`config.mk`:
```
export PLATFORM = sky130hd
export DESIGN_NAME = cuckoo_insert_ctrl
export DESIGN_NICKNAME = d
export VERILOG_FILES = /design/src/rtl/cuckoo_pkg.sv /design/src/rtl/cuckoo_table.sv /design/src/rtl/cuckoo_insert_ctrl.sv
export SDC_FILE = /design/constraint.sdc
export NUM_CORES = 2
export LEC_CHECK = 0
export CORE_MARGIN = 2
export CORE_UTILIZATION = 60
export CTS_CLUSTER_DIAMETER = 80
export DETAILED_ROUTE_END_ITERATION = 6
export GPL_TIMING_DRIVEN = 0
export PLACE_DENSITY = 0.84
export SLEW_MARGIN = 20
export SYNTH_ARGS = -nofsm -noshare
export SYNTH_HDL_FRONTEND = slang
export SYNTH_HIERARCHICAL = 1
export SYNTH_SLANG_ARGS = --single-unit
```
`constraint.sdc`:
```
create_clock -name clk -period 7.85 [get_ports clk]
set_clock_uncertainty 0.1 [all_clocks]
set_input_delay 2.355 -clock clk [delete_from_list [all_inputs] [get_ports clk]]
set_output_delay 2.355 -clock clk [all_outputs]
set_load 0.01 [all_outputs]
```
`src/rtl/cuckoo_pkg.sv`:
```
// Shared types, default widths and the chunk-folding hash functions for the cuckoo insert controller.
package cuckoo_pkg;

    typedef enum logic [2:0] {IDLE, CHECK, T1, T2, DONE} state_t;

    localparam int DEF_KEY_W     = 32;
    localparam int DEF_IDX_W     = 4;
    localparam int DEF_MAX_KICKS = 8;
    localparam int DEF_KICK_W    = 4;

    // Widest key / index the hash helpers accept; narrower keys are zero-extended by callers.
    localparam int HASH_KEY_W = 64;
    localparam int HASH_IDX_W = 16;

    // XOR together every chunk whose index has the given parity (0 = even chunks, 1 = odd chunks).
    function automatic logic [HASH_IDX_W-1:0] fold_chunks(input logic [HASH_KEY_W-1:0] key,
                                                          input int idx_w, input int parity);
        logic [HASH_IDX_W-1:0] acc;
        logic [HASH_KEY_W-1:0] mask;
        acc  = '0;
        mask = (HASH_KEY_W'(1) << idx_w) - HASH_KEY_W'(1);
        for (int i = 0; i < HASH_KEY_W; i++) begin
            if ((i % 2) == parity) begin
                acc = acc ^ HASH_IDX_W'((key >> (i * idx_w)) & mask);
            end
        end
        return acc;
    endfunction

    function automatic logic [HASH_IDX_W-1:0] h1(input logic [HASH_KEY_W-1:0] key, input int idx_w);
        return fold_chunks(key, idx_w, 0);
    endfunction

    function automatic logic [HASH_IDX_W-1:0] h2(input logic [HASH_KEY_W-1:0] key, input int idx_w);
        return fold_chunks(key, idx_w, 1);
    endfunction

endpackage

```
`src/rtl/cuckoo_table.sv`:
```
// One cuckoo table: key storage, per-slot filled bits, a single write/swap port
// and two combinational read ports (one for the sequencer, one for lookups).
module cuckoo_table
    import cuckoo_pkg::*;
#(
    parameter int KEY_W = DEF_KEY_W,
    parameter int IDX_W = DEF_IDX_W
) (
    input  logic             clk,
    input  logic             rst_n,
    input  logic             clr,
    input  logic             we,
    input  logic [IDX_W-1:0] waddr,
    input  logic [KEY_W-1:0] wdata,
    input  logic [IDX_W-1:0] raddr,
    output logic [KEY_W-1:0] rdata,
    output logic             rfilled,
    input  logic [IDX_W-1:0] laddr,
    output logic [KEY_W-1:0] ldata,
    output logic             lfilled
);
    localparam int DEPTH = 2 ** IDX_W;

    logic [KEY_W-1:0] mem [DEPTH];
    logic [DEPTH-1:0] filled;

    // Data carries no reset; validity lives entirely in the filled bits.
    always_ff @(posedge clk) begin
        if (we) begin
            mem[waddr] <= wdata;
        end
    end

    always_ff @(posedge clk) begin
        if (!rst_n) begin
            filled <= '0;
        end else if (clr) begin
            filled <= '0;
        end else if (we) begin
            filled[waddr] <= 1'b1;
        end
    end

    assign rdata   = mem[raddr];
    assign rfilled = filled[raddr];
    assign ldata   = mem[laddr];
    assign lfilled = filled[laddr];

endmodule

```
`src/rtl/cuckoo_insert_ctrl.sv`:
```
// Multi-cycle insert sequencer for a two-table cuckoo hash: probe for duplicates,
// then alternate place/evict between the tables until a key lands or the kick limit hits.
module cuckoo_insert_ctrl
    import cuckoo_pkg::*;
#(
    parameter int KEY_W     = DEF_KEY_W,
    parameter int IDX_W     = DEF_IDX_W,
    parameter int MAX_KICKS = DEF_MAX_KICKS,
    parameter int KICK_W    = DEF_KICK_W
) (
    input  logic               clk,
    input  logic               rst_n,
    input  logic               in_valid,
    output logic               in_ready,
    input  logic [KEY_W-1:0]   in_key,
    input  logic               clr,
    output logic               done_valid,
    output logic               done_ok,
    output logic               done_dup,
    output logic [KICK_W-1:0]  done_kicks,
    output logic [KEY_W-1:0]   done_key,
    output logic [IDX_W+1:0]   occupancy,
    input  logic [KEY_W-1:0]   lk_key,
    output logic               lk_hit
);
    state_t            state;
    logic [KEY_W-1:0]  cur_key;
    logic [KEY_W-1:0]  orig_key;
    logic [KICK_W-1:0] kicks;
    logic [KICK_W-1:0] kicks_inc;

    logic [IDX_W-1:0]  cur_h1, cur_h2, lk_h1, lk_h2;
    logic [KEY_W-1:0]  rdata1, rdata2, ldata1, ldata2;
    logic              rfilled1, rfilled2, lfilled1, lfilled2;
    logic              tbl_clr, cur_hit, slot_filled;
    logic [KEY_W-1:0]  slot_data;

    assign cur_h1 = IDX_W'(h1(HASH_KEY_W'(cur_key), IDX_W));
    assign cur_h2 = IDX_W'(h2(HASH_KEY_W'(cur_key), IDX_W));
    assign lk_h1  = IDX_W'(h1(HASH_KEY_W'(lk_key), IDX_W));
    assign lk_h2  = IDX_W'(h2(HASH_KEY_W'(lk_key), IDX_W));

    assign in_ready = (state == IDLE) && !clr;
    assign tbl_clr  = (state == IDLE) && clr;

    cuckoo_table #(.KEY_W(KEY_W), .IDX_W(IDX_W)) u_t1 (
        .clk(clk), .rst_n(rst_n), .clr(tbl_clr),
        .we(state == T1), .waddr(cur_h1), .wdata(cur_key),
        .raddr(cur_h1), .rdata(rdata1), .rfilled(rfilled1),
        .laddr(lk_h1), .ldata(ldata1), .lfilled(lfilled1)
    );

    cuckoo_table #(.KEY_W(KEY_W), .IDX_W(IDX_W)) u_t2 (
        .clk(clk), .rst_n(rst_n), .clr(tbl_clr),
        .we(state == T2), .waddr(cur_h2), .wdata(cur_key),
        .raddr(cur_h2), .rdata(rdata2), .rfilled(rfilled2),
        .laddr(lk_h2), .ldata(ldata2), .lfilled(lfilled2)
    );

    assign cur_hit     = (rfilled1 && rdata1 == cur_key) || (rfilled2 && rdata2 == cur_key);
    assign lk_hit      = (lfilled1 && ldata1 == lk_key) || (lfilled2 && ldata2 == lk_key);
    assign slot_filled = (state == T1) ? rfilled1 : rfilled2;
    assign slot_data   = (state == T1) ? rdata1 : rdata2;
    assign kicks_inc   = kicks + KICK_W'(1);

    always_ff @(posedge clk) begin
        if (!rst_n) begin
            state      <= IDLE;
            cur_key    <= '0;
            orig_key   <= '0;
            kicks      <= '0;
            occupancy  <= '0;
            done_valid <= 1'b0;
            done_ok    <= 1'b0;
            done_dup   <= 1'b0;
            done_kicks <= '0;
            done_key   <= '0;
        end else begin
            done_valid <= 1'b0;
            case (state)
                IDLE: begin
                    if (clr) begin
                        occupancy <= '0;
                    end else if (in_valid) begin
                        cur_key  <= in_key;
                        orig_key <= in_key;
                        kicks    <= '0;
                        state    <= CHECK;
                    end
                end
                CHECK: begin
                    if (cur_hit) begin
                        done_valid <= 1'b1;
                        done_ok    <= 1'b1;
                        done_dup   <= 1'b1;
                        done_kicks <= kicks;
                        done_key   <= orig_key;
                        state      <= DONE;
                    end else begin
                        state <= T1;
                    end
                end
                T1, T2: begin
                    // The table write of cur_key happens in both branches; only the bookkeeping differs.
                    if (!slot_filled) begin
                        occupancy  <= occupancy + (IDX_W+2)'(1);
                        done_valid <= 1'b1;
                        done_ok    <= 1'b1;
                        done_dup   <= 1'b0;
                        done_kicks <= kicks;
                        done_key   <= orig_key;
                        state      <= DONE;
                    end else begin
                        cur_key <= slot_data;
                        kicks   <= kicks_inc;
                        if (kicks_inc == KICK_W'(MAX_KICKS)) begin
                            done_valid <= 1'b1;
                            done_ok    <= 1'b0;
                            done_dup   <= 1'b0;
                            done_kicks <= kicks_inc;
                            done_key   <= slot_data;
                            state      <= DONE;
                        end else begin
                            state <= (state == T1) ? T2 : T1;
                        end
                    end
                end
                DONE: state <= IDLE;
                default: state <= IDLE;
            endcase
        end
    end

endmodule
```
After elaboration in Yosys (flattened, before gate mapping)
Memories as Yosys holds them, arrays and structs flattened. Index checks and enable logic that the tools add are counted.

Output and inout bits: 47. Memories kept: 2. Flip-flop bits (word level): 148. Memory bits (writable): 1024.

Memories: u_t1.mem (depth 16, bits a word 32, read ports 2, clocked after Yosys merged registers in 0, wr ports 1, line cuckoo_table.sv:24) `logic [KEY_W-1:0] mem [DEPTH];`; u_t2.mem (depth 16, bits a word 32, read ports 2, clocked after Yosys merged registers in 0, wr ports 1, line cuckoo_table.sv:24).

Reduce and logical (&&, ||, !) cells: 21. Muxes and demuxes: 54. Bitwise operators: 16. Add/subtract/negate cells: 2. $lt $le $gt $ge: 6. Equality and inequality tests: 15.

Operator list (count): $mux W32 (7); $eq A32 B32 Y1 (4); $pmux W32 S2 (2); $xor A4 B4 Y4 (12); $or A16 B16 Y16 (2); $mux W4 (6); $lt A4 B5 Y1 const B (4); $mux W1 (19); $bmux W1 S4 (4); $pmux W4 S2 (2); $mux W3 (5); $mux W6 (2); $ne A2 B2 Y1 const B (6); $pmux W6 S2 (1); $pmux W3 S3 (1); $reduce_and A3 Y1 (3); $demux W1 S4 (2); $ge A4 B1 Y1 const B (2); $logic_and A1 B1 Y1 (8); $add A6 B1 Y6 const B (1); $eq A3 B2 Y1 const B (2); $pmux W1 S2 (3); $add A4 B1 Y4 const B (1); $eq A4 B4 Y1 const B (1); 10 further kinds (14).

Logic depth before layout (Yosys ltp)
Depth in word-level cells: 9. Depth in mapped cells: 17. Mapped depth without buffers: 12.

By module
The synthesis kept the hierarchy.

By module, submodules not included: cuckoo_table at u_t1 (times used 1, area each 23667.7 um2, cells each 1130, seq. area each 15695.1 um2); cuckoo_table at u_t2 (times used 1, area each 23665.2 um2, cells each 1130, seq. area each 15695.1 um2); cuckoo_insert_ctrl (times used 1, area each 7358.3 um2, cells each 885, seq. area each 2322.2 um2).

Least setup slack after synthesis
OpenSTA, ideal clock, no wires.

Kind: input to output. Start: in lk_key[8]. End: out lk_hit. Arrival time: 4.813 ns. Slack: 0.582 ns. Buffers on the path: 3. Cell stages on the path: 13. Data required time: 5.395 ns. Cell sequence: xnor2_1 xnor2_1 clkbuf_1 buf_6 buf_4 mux4_2 a22oi_1 nand2_1 xnor2_1 nand4_1 nor4_1 nand4_1 o22ai_1.

Longest elaborated chain between the ends: 7. Elaborated cells on any way between the ends: 11. Classes of those cells: eq/ne (2); mux (2); bitwise (3); reduce/logical (3); memory (1).

Ends and longest elaborated chain: start: declaration (line cuckoo_insert_ctrl.sv:23) `input logic [KEY_W-1:0] lk_key,`; $xor A4 B4 Y4 (3 in series) (line cuckoo_pkg.sv:24) `acc = acc ^ HASH_IDX_W'((key >> (i * idx_w)) & mask);`; via lk_h1[0] (line cuckoo_insert_ctrl.sv:32) `logic [IDX_W-1:0] cur_h1, cur_h2, lk_h1, lk_h2;`; $mem_v2 Z16 W32; via ldata1[23] (line cuckoo_insert_ctrl.sv:33) `logic [KEY_W-1:0] rdata1, rdata2, ldata1, ldata2;`; $eq A32 B32 Y1 (line cuckoo_insert_ctrl.sv:61) `assign lk_hit = (lfilled1 && ldata1 == lk_key) || (lfilled2 && ldata2 == lk_key);`; $logic_and A1 B1 Y1 (line cuckoo_insert_ctrl.sv:61); $logic_or A1 B1 Y1 (line cuckoo_insert_ctrl.sv:61); end: declaration (line cuckoo_insert_ctrl.sv:24) `output logic lk_hit`.

The timed path passes the listed nets, and every way through them passes these cells. The select of a mux whose other input is x is not followed.

Final worst setup path
Start: in lk_key[21]. End: out lk_hit.

Longest elaborated chain between the ends: 6. Elaborated cells on any way between the ends: 10. Classes of those cells: eq/ne (2); mux (2); bitwise (2); reduce/logical (3); memory (1).

Ends and longest elaborated chain (line): $xor A4 B4 Y4 (2 in series) (cuckoo_pkg.sv:24); via lk_h2[1] (cuckoo_insert_ctrl.sv:32); $mem_v2 Z16 W32; via ldata2[31] (cuckoo_insert_ctrl.sv:33); $eq A32 B32 Y1 (cuckoo_insert_ctrl.sv:61); $logic_and A1 B1 Y1 (cuckoo_insert_ctrl.sv:61); $logic_or A1 B1 Y1 (cuckoo_insert_ctrl.sv:61).

The timed path passes the listed nets, and every way through them passes these cells. The select of a mux whose other input is x is not followed.

==> flow_metrics.py <==
metrics = {
    "outcome": {
        "outcome": "finished with violations",
        "failed_checks": "DRC, setup timing",
    },
    "drt": {
        "vias": 40000,
        "drtAntennaViolNets": 0,
        "firstDrtPassIters": 7,
        "wl_per_cell_um": 43.3,
        "drc": 229,
        "wl_um": 207000,
        "drt-vias-per-instance": 8.36,
        "dr.first_iter.drc_count": 9125,
    },
    "min_path": {
        "hold_path.class": "flip-flop to flip-flop",
        "hold_path.startpoint": "orig_key[22]",
        "hold_end": "orig_key[22]",
        "hold_path_depth": 2,
    },
    "sta": {
        "fin_hold_ws_ps": 357,
        "min_period_ps": 8660,
        "maxSlewViolCount": 0,
        "worst_slack_ps": -807,
        "slew_headroom_pct": 15.2,
        "setup-tns-final_ps": -807,
        "max_freq_mhz": 116,
        "rsz0062_at_grt": "yes",
        "tightestPinTransition_ps": 1270,
        "hold_violations": 0,
        "finalSetupViolCount": 1,
        "timing.final.crit_share_pct": 110,
    },
    "clocking": {
        "numClockSinks": 1172,
        "cts_made_buffers": 117,
        "cts_root_buf": "clkbuf_16",
        "clock_latency_ps": 740,
        "cts.path.max_buffers": 3,
        "htreeDepth": 3,
        "clk_pin_slew_worst_paths_ps": 60,
        "cts_tree": "built",
    },
    "placed_design": {
        "placed_area_mm2": 0.0592,
        "place_congestion": 0.946,
        "hpwl_um": 125000,
        "io_buffers": 114,
        "dp_cells": 4524,
        "pre_cts_slack_ps": -2090,
    },
    "critical_path": {
        "reg2regPathDepth": 16,
        "r2r-end": "done_key[1]",
        "worstSetupStartpointType": "primary input",
        "endpoint_kind": "output pin",
        "crit_arrival_ps": 6200,
        "r2r_start": "cur_key[17]",
        "reg2reg_slack_ps": 340,
        "path_class": "primary input to output pin",
        "path_max_fanout": 10,
        "crit_required_ps": 5390,
    },
    "pwr": {
        "p_total_mw": 18.2,
        "p_leak_nw": 20.3,
        "power.density_mw_per_mm2": 280,
        "ir_drop_uv": 266,
    },
    "synthesis": {
        "yosysWarnings": 6,
        "ys_ff_latch": 1172,
        "yosysTopAreaCell": "edfxtp_1",
        "synthTopCellsByCount": "edfxtp_1, mux4_2, nand2_1",
        "synth_edf_count": 1024,
        "syn_nets": 3215,
        "ys_seq_area_share_pct": 61.6,
        "ys_types": 48,
        "synth-main-ff-cell": "edfxtp_1",
        "postSynthCellCount": 3145,
        "async_flop_share_pct": 0,
        "synth_top_area_share_pct": 56.2,
        "yosysMostFrequentCell": "edfxtp_1",
        "synth_area_mm2": 0.0547,
        "ys_top_cells_by_area": "edfxtp_1, mux4_2, dfxtp_1",
        "syn_avg_cell_area_um2": 17.4,
    },
    "floorplanning": {
        "placementRows": 110,
        "initial_core_util_pct": 60.7,
        "ios": 115,
        "core-area_mm2": 0.0901,
        "die_y_um": 306,
        "die_w_um": 306,
        "dieArea_mm2": 0.0936,
    },
    "global_route": {
        "overflow": 0,
        "grt_first_pass_wirelength_um": 289000,
        "grt_max_degree": 37,
        "grt_pass1_vias": 39100,
        "antenna_found_initial": 5,
        "grt_usage_pct": 44.3,
    },
    "cells_and_area": {
        "fin_cells": 4791,
        "drive_above_1_share_pct": 32.9,
        "area_growth_pct": 18.6,
        "layout.nets": 3582,
        "fin_area_mm2": 0.0649,
        "fin_util_pct": 71.9,
    },
    "job": {
        "maxCapViolations": 0,
    },
}
==> per-layer routing <==
layer  share of wire, %  global-route usage, %  up-vias
met4                9.5                   28.8       18
met1                 29                   52.2    19400
met2                 41                   61.9     5192
met5               0.37                   5.53        -
li1                   -                      -    13800
met3                 20                   25.2     1637
==> placed cells by master (no fill, tap or decap), types with 10 or more instances in the layout <==
cell type        netlist  layout
edfxtp_1            1024    1024
mux4_2               528     528
nand2_1              313     283
a22oi_1              265     222
clkbuf_16              0     127
dfxtp_1              148     116
clkbuf_1             136     110
xor2_1                92      90
clkdlybuf4s50_1        0      82
buf_4                  8      81
a21oi_1               74      74
xnor2_1               88      70
mux2i_1               65      65
a22oi_2                0      43
buf_16                 0      42
buf_6                 33      39
o211ai_1              33      33
buf_12                 0      33
o31ai_1               32      32
a32o_1                32      32
dfxtp_2                0      32
o21a_1                32      32
buf_2                 50      31
clkinv_2               0      25
nor2_4                 0      24
nand2_2                0      23
nor2_1                45      19
clkbuf_4               0      19
nand4_1               18      18
xnor2_2                0      17
nor4_1                19      17
bufinv_16              0      15
clkbuf_8               0      15
dlygate4sd2_1          0      15
buf_8                  0      14
clkinv_1               0      13
clkbuf_2               2      13
nor2b_1               12      12
buf_1                 15      10
==> worst max-delay path by stage <==
stage	start	end	slack, ps	cells past startpoint
2_1_floorplan	lk_key[8]	lk_hit	580	13
3_3_place_gp	lk_key[21]	lk_hit	-2100	15
3_5_place_dp	lk_key[21]	lk_hit	-2090	15
4_1_cts	lk_key[28]	lk_hit	-230	16
5_1_grt	lk_key[21]	lk_hit	-680	15
6_report	lk_key[21]	lk_hit	-810	13
==> timing repair <==
action,4_1_cts,5_1_grt
hold buffers,0,0
setup buffers,33,10
endpoints found under the setup margin,1,1
gates cloned,5,0
resized for setup,395,16
pin swaps,47,12
==> cell families (layout without fill, tap and decap cells) <==
| family | count (synthesis) | after routing | share of synthesized area (%) |
|---|---|---|---|
| and+or+nand+nor | 458 | 458 | 3.61 |
| DFF | 1172 | 1172 | 61.6 |
| other | 0 | 2 | 0 |
| muxes | 595 | 595 | 23.0 |
| xor gates and xnor gates | 180 | 180 | 2.88 |
| adders and majority gates | 2 | 2 | 0.0457 |
| buffers and inverters | 252 | 720 | 2.36 |
| AOI/OAI and AO/OA | 486 | 486 | 6.49 |
==> report_power, final <==
group	internal (mW)	total [mW]	switching (mW)
Sequential	6.80	6.91	0.108
Clock	3.43	6.01	2.58
Combinational	1.93	5.26	3.33
Total	12.2	18.2	6.01
==> worst max-delay path, stage by stage <==
cell and delay (ps):
clkdlybuf4s15_2 320, xor2_1 250, xnor2_2 450, buf_6 210
clkbuf_2 350, mux4_2 420, a22oi_1 290, nand2_1 370
xor2_1 270, nor4_1 310, nand3_1 200, o22ai_4 230
buf_6 140
==> sequential cells by signal, summed over array words and instances, names as in the netlist, 6 cells and up <==
register	cells
cur_key	32
done_key	32
occupancy	6
orig_key	32
u_t1/filled	16
u_t1/mem	512
u_t2/filled	16
u_t2/mem	512
==> area by class of cell <==
type                    count  area (µm²)
clock buffers             146        3250
flip-flops and latches   1172       33800
repair buffers            251        3300
fillers                  4773       25300
clock inverters            74         805
inverters                   8        30.0
diodes                      2        5.00
well taps                1176        1470
plain buffers             241        1820
multi-input cells        1721       20400
Power figures use the tool's default switching activity.
